### src/rtl/dmem_arb_pkg.sv
// Shared types for the data-memory arbiter.
// Optional feature macro: DMEM_ARB_RR_EN (round-robin arbitration).
package dmem_arb_pkg;

   localparam int DATA_W = 16;

   typedef enum logic [1:0] {
      IDLE   = 2'd0,
      CPU_RD = 2'd1,
      EXT_RD = 2'd2
   } dmem_arb_state_t;

   typedef enum logic {
      GNT_CPU = 1'b0,
      GNT_EXT = 1'b1
   } dmem_grant_t;

endpackage

### src/rtl/dmem_arb_sel.sv
// Combinational grant selection between the CPU and the external port.
// Optional feature macro: DMEM_ARB_RR_EN (round-robin instead of priority).
module dmem_arb_sel
   import dmem_arb_pkg::*;
`ifndef DMEM_ARB_RR_EN
#(
   parameter int MAX_WAIT = 8,
   parameter int CW       = 4
)
`endif
(
   input  logic              cpuReq,
   input  logic              extReq,
`ifdef DMEM_ARB_RR_EN
   input  dmem_grant_t       lastGnt,
`else
   input  logic [CW-1:0]     waitCnt,
`endif
   output logic              gntCpu,
   output logic              gntExt
);

`ifdef DMEM_ARB_RR_EN
   // On contention serve whichever side was not served last.
   always_comb begin
      gntCpu = 1'b0;
      gntExt = 1'b0;
      unique case ({cpuReq, extReq})
         2'b11: begin
            if (lastGnt == GNT_CPU) gntExt = 1'b1;
            else                    gntCpu = 1'b1;
         end
         2'b10: gntCpu = 1'b1;
         2'b01: gntExt = 1'b1;
         default: ;
      endcase
   end
`else
   // CPU wins contention unless ext has waited MAX_WAIT cycles.
   always_comb begin
      gntCpu = 1'b0;
      gntExt = 1'b0;
      unique case ({cpuReq, extReq})
         2'b11: begin
            if (waitCnt == CW'(MAX_WAIT)) gntExt = 1'b1;
            else                          gntCpu = 1'b1;
         end
         2'b10: gntCpu = 1'b1;
         2'b01: gntExt = 1'b1;
         default: ;
      endcase
   end
`endif

endmodule

### src/rtl/dmem_arbiter.sv
// Data-memory arbiter: CPU MEM stage vs. loader/debug port on one sync RAM.
// Optional feature macro: DMEM_ARB_RR_EN (round-robin arbitration).
module dmem_arbiter
   import dmem_arb_pkg::*;
#(
   parameter int AW       = 10,
   parameter int MAX_WAIT = 8
)
(
   input  logic              clk,
   input  logic              rst,
   input  logic              cpu_req,
   input  logic              cpu_we,
   input  logic [15:0]       cpu_addr,
   input  logic [15:0]       cpu_wdata,
   output logic [15:0]       cpu_rdata,
   output logic              cpu_stall,
   input  logic              ext_valid,
   input  logic              ext_we,
   input  logic [15:0]       ext_addr,
   input  logic [15:0]       ext_wdata,
   output logic              ext_ready,
   output logic [15:0]       ext_rdata,
   output logic              ext_rvalid,
   output logic              mem_en,
   output logic              mem_we,
   output logic [AW-1:0]     mem_addr,
   output logic [15:0]       mem_wdata,
   input  logic [15:0]       mem_rdata
);

   dmem_arb_state_t     state;
   dmem_arb_state_t     stateNext;
   logic                isIdle;
   logic                cpuReqI;
   logic                extReqI;
   logic                gntCpu;
   logic                gntExt;
   logic [DATA_W-1:0]   selAddr;
   logic [DATA_W-1:0]   cpuRdataQ;
   logic [DATA_W-1:0]   extRdataQ;
   logic                unusedAddrBits;

   // Requests only compete while idle and out of reset.
   assign isIdle  = (state == IDLE);
   assign cpuReqI = rst && isIdle && cpu_req;
   assign extReqI = rst && isIdle && ext_valid;

`ifdef DMEM_ARB_RR_EN
   dmem_grant_t lastGnt;

   dmem_arb_sel uSel (
      .cpuReq  (cpuReqI),
      .extReq  (extReqI),
      .lastGnt (lastGnt),
      .gntCpu  (gntCpu),
      .gntExt  (gntExt)
   );

   // Remember who was served last for the next contention.
   always_ff @(posedge clk) begin
      if (!rst)        lastGnt <= GNT_CPU;
      else if (gntCpu) lastGnt <= GNT_CPU;
      else if (gntExt) lastGnt <= GNT_EXT;
   end
`else
   localparam int CW = $clog2(MAX_WAIT + 1);

   logic [CW-1:0] waitCnt;

   dmem_arb_sel #(
      .MAX_WAIT (MAX_WAIT),
      .CW       (CW)
   ) uSel (
      .cpuReq  (cpuReqI),
      .extReq  (extReqI),
      .waitCnt (waitCnt),
      .gntCpu  (gntCpu),
      .gntExt  (gntExt)
   );

   // Count idle cycles in which a pending ext request is passed over.
   always_ff @(posedge clk) begin
      if (!rst)                      waitCnt <= '0;
      else if (!ext_valid || gntExt) waitCnt <= '0;
      else if (isIdle)               waitCnt <= waitCnt + CW'(1);
   end
`endif

   // Word address from the granted byte address; upper bits wrap.
   assign selAddr        = gntExt ? ext_addr : cpu_addr;
   assign mem_addr       = selAddr[AW:1];
   assign mem_wdata      = gntExt ? ext_wdata : cpu_wdata;
   assign unusedAddrBits = ^{selAddr[DATA_W-1:AW+1], selAddr[0]};

   // State register; reset abandons any in-flight read.
   always_ff @(posedge clk) begin
      if (!rst) state <= IDLE;
      else      state <= stateNext;
   end

   // Hold the last read data so the consumers see a stable value.
   always_ff @(posedge clk) begin
      if (!rst) begin
         cpuRdataQ <= '0;
         extRdataQ <= '0;
      end else begin
         if (state == CPU_RD) cpuRdataQ <= mem_rdata;
         if (state == EXT_RD) extRdataQ <= mem_rdata;
      end
   end

   // Next state and handshake outputs; everything quiet during reset.
   always_comb begin
      stateNext  = state;
      cpu_stall  = 1'b0;
      ext_ready  = 1'b0;
      ext_rvalid = 1'b0;
      mem_en     = 1'b0;
      mem_we     = 1'b0;
      cpu_rdata  = cpuRdataQ;
      ext_rdata  = extRdataQ;
      if (!rst) begin
         stateNext = IDLE;
         cpu_rdata = '0;
         ext_rdata = '0;
      end else begin
         unique case (state)
            IDLE: begin
               mem_en    = gntCpu || gntExt;
               mem_we    = (gntCpu && cpu_we) || (gntExt && ext_we);
               ext_ready = gntExt;
               cpu_stall = cpu_req && !(gntCpu && cpu_we);
               if (gntCpu && !cpu_we)      stateNext = CPU_RD;
               else if (gntExt && !ext_we) stateNext = EXT_RD;
            end
            CPU_RD: begin
               cpu_rdata = mem_rdata;
               stateNext = IDLE;
            end
            EXT_RD: begin
               ext_rvalid = 1'b1;
               ext_rdata  = mem_rdata;
               cpu_stall  = cpu_req;
               stateNext  = IDLE;
            end
            default: stateNext = IDLE;
         endcase
      end
   end

endmodule
### config.mk
export PLATFORM = sky130hd
export DESIGN_NAME = dmem_arbiter
export DESIGN_NICKNAME = d
export VERILOG_FILES = /design/src/rtl/dmem_arb_pkg.sv /design/src/rtl/dmem_arb_sel.sv /design/src/rtl/dmem_arbiter.sv
export SDC_FILE = /design/constraint.sdc
export NUM_CORES = 1
export LEC_CHECK = 0
export CORE_MARGIN = 2
export CORE_UTILIZATION = 30
export CTS_CLUSTER_SIZE = 10
export DETAILED_ROUTE_END_ITERATION = 16
export HOLD_SLACK_MARGIN = 0.06
export PLACE_DENSITY = 0.81
export SYNTH_ARGS = -nofsm -noshare
export SYNTH_HDL_FRONTEND = slang
export SYNTH_SLANG_ARGS = --single-unit
### constraint.sdc
create_clock -name clk -period 1.9 [get_ports clk]
set_input_delay 0.38 -clock clk [delete_from_list [all_inputs] [get_ports clk]]
set_output_delay 0.38 -clock clk [all_outputs]
set_load 0.05 [all_outputs]
==> impl_metrics.toml <==
[die]
num_rows = 29
core_um2 = 6280
ios = 149
die_area_um2 = 7100
die_x_um = 84.3
start_util_pct = 30.8
die_h_um = 84.3

[layout]
multi_input_area_um2 = 1800
final_common_cell = "clkdlybuf4s50_1"
area_growth_pct = 178
drive_gt1_share_pct = 60.2
antenna_cells = 0
nFillCells = 259
regArea_um2 = 766
most-common-layout-cells = "clkdlybuf4s50_1, buf_12, buf_4, dfxtp_1, nand2_1"
stdcell_count = 479
fin_nets = 489
final_cell_area_um2 = 5380

[setup_path]
cp-end-kind = "primary output"
crit_chain = "inv_2 -> ha_4 -> nand3b_4 -> a211oi_4 -> buf_6 -> buf_12 -> buf_12 -> mux2_4 -> buf_12"
critical_path.n_buffers_inverters = 5
max_stage_delay_ns = 0.34
crit_path_start_kind = "flip-flop"
critical-path-top-delay-family = "buffers and inverters"
cp_slowest_cell = "dfxtp_2"
worst_ep_arrival_time_ns = 2.11
crit_fanout = 7
worstPathRequired_ns = 1.52
cpMostUsedCell = "buf_12"
path_class = "reg2out"

[sta]
slew_headroom_pct = 80.0
fin_skew_ns = 0.0132
slew_viol_final = 0
tns_ns = -19.26
final.setup.worst_slack_ns = -0.592
fmax_mhz = 401
setup_viol = 62
hold_viol_final = 0
max_slew.worst_pin.slew_ns = 0.299
min_period_over_period_pct = 131
grt_setup_unrepaired = "yes"
fin_crit_ns = 2.49

[routing]
drc_errors = 0
wl_per_cell_um = 24.6
drt-initial-drc-count = 86
ant_nets = 0
vias = 2546
wirelength_mm = 11.8
via_per_inst = 5.32
firstDrtPassIters = 4

[global_routing]
grt_pass1_wl_mm = 14.9
gr-total-overflow = 0
antenna_found_initial = 0
grt_max_degree = 23
grt_pass1_vias = 2725
grt_usage_pct = 27.5

[synth]
postSynthAreaPerCell_um2 = 8.99
yosys.cell_types.count = 36
synth_edf_count = 0
async_flop_share_pct = 0
yosysTopAreaCell = "dfxtp_1"
synthTopCellsByArea = "dfxtp_1, nand2_1, a21boi_0, mux2_2, mux2_4"
synthFlopType = "dfxtp_1"
ys_warn_count = 0
synth_top_area_share_pct = 39.4
synth_seq_area_share_pct = 39.4
synth_area_um2 = 1930
synth-seq-cells = 38
synth_fp_nets = 303
synth_cells = 215

[placed_design]
dp_hpwl_mm = 6.11
placed_cells = 437
place_area_um2 = 4290
place_congestion = 0.752
io_buffers = 136

[clock_tree]
root_buffer = "clkbuf_8"
h-tree-depth = 2
cts_buffer_depth = 2
cts_tree = "yes"
clk_latency_ns = 0.30
clk_pin_slew_worst_paths_ns = 0.08
cts_sinks = 38
cts_hold_buffers = 0
numCtsBuffers = 5

[run]
maxCapViolations = 0

[power_and_ir_drop]
powerDensity_nw_per_um2 = 499
vdd_drop_max_mv = 0.356
leakage_nw = 2.35

[run_status]
status = "finished with violations"
violations = "setup timing"

[min_path]
hold_class = "reg2reg"
[worst paths after layout]
check / from / end / slack (ns) / cells after the start
worst min-delay path: cpuRdataQ[11]$_DFF_P_ / cpuRdataQ[11]$_DFF_P_ / 0.51 / 2
worst min register to register: cpuRdataQ[11]$_DFF_P_ / cpuRdataQ[11]$_DFF_P_ / 0.51 / 2
worst max-delay path: waitCnt[1]$_SDFFE_PP0N_ / mem_addr[2] / -0.59 / 9
worst max register to register: waitCnt[1]$_SDFFE_PP0N_ / state[1]$_SDFFE_PP0P_ / 0.17 / 10
[cells in the mapped netlist (all sizes together) (2+ instances only)]
cell type	instances
nor2	2
clkbuf	8
a21boi	32
nand2	68
dfxtp	38
nand2b	2
mux2	26
buf	8
nor3	2
inv	2
nand3	3
nor2b	2
a21oi	3
ha	2
[where the power goes]
| group | internal (W) | leakage, nW | switching [W] |
|---|---|---|---|
| sequential | 0.000819 | 0.310 | 0.0000102 |
| clock | 0.000292 | 0.0472 | 0.000315 |
| combinational | 0.000650 | 1.99 | 0.000596 |
[logic make-up (layout without fill, tap and decap cells)]
kind of cell / Yosys count / count (layout) / synth area share [%]
multiplexers: 26 / 26 / 16.5
buffers and inverters: 18 / 205 / 5.57
flip-flops: 38 / 38 / 39.4
adder cells (fa/ha/maj): 2 / 2 / 1.29
AND/OR/NAND/NOR: 89 / 89 / 20.8
AO/OA/AOI/OAI: 42 / 42 / 16.5
[area by class of cell]
class | instances | share of cell area (%)
Timing Repair Buffer | 195 | 48.6
Multi-Input combinational cell | 159 | 33.5
Sequential cell | 38 | 14.2
Tap cell | 77 | 1.79
Clock buffer | 6 | 1.54
Clock inverter | 2 | 0.233
Inverter | 2 | 0.140
[sequential cells by signal, summed over array words and instances (netlist names)]
signal and flops:
waitCnt 4, cpuRdataQ 16, state 2, extRdataQ 16
[worst register-to-register path, stage by stage, from the launching register on]
cell and delay (ns):
dfxtp_2 0.34, inv_2 0.07, ha_4 0.14, nand3b_4 0.11, a211oi_4 0.24, buf_6 0.15, buf_12 0.13, buf_16 0.13
buf_8 0.11, buf_6 0.10, nor2b_1 0.14
[through the flow]
| stage | util [%] | hold WS, ns | setup slack [ns] | total power [W] |
|---|---|---|---|---|
| after floorplan | - | 0.444 | -0.0722 | 0.00130 |
| after global placement | 68.3 | 0.475 | -0.582 | 0.00184 |
| after detailed placement | 68.3 | 0.480 | -0.637 | 0.00186 |
| after CTS | 76.0 | 0.485 | -0.516 | 0.00254 |
| after global routing | 85.6 | 0.521 | -0.619 | 0.00273 |
| final | 85.6 | 0.507 | -0.592 | 0.00268 |
[repair_timing]
| action | CTS | global route |
|---|---|---|
| setup endpoints to repair | 63 | 61 |
| resized for setup | 48 | 113 |
| cloned | 5 | 1 |
| pin swaps | 17 | 49 |
| setup buffers | 16 | 16 |
[metal layers]
layer	vias up	track usage, %	share of wire [%]
met4	0	13.5	5.1
met2	163	49.4	52
li1	1094	-	-
met1	1239	28.2	35
met3	50	9.73	7.7
met5	-	0	0
No activity file was read; power rests on OpenSTA's default activity.
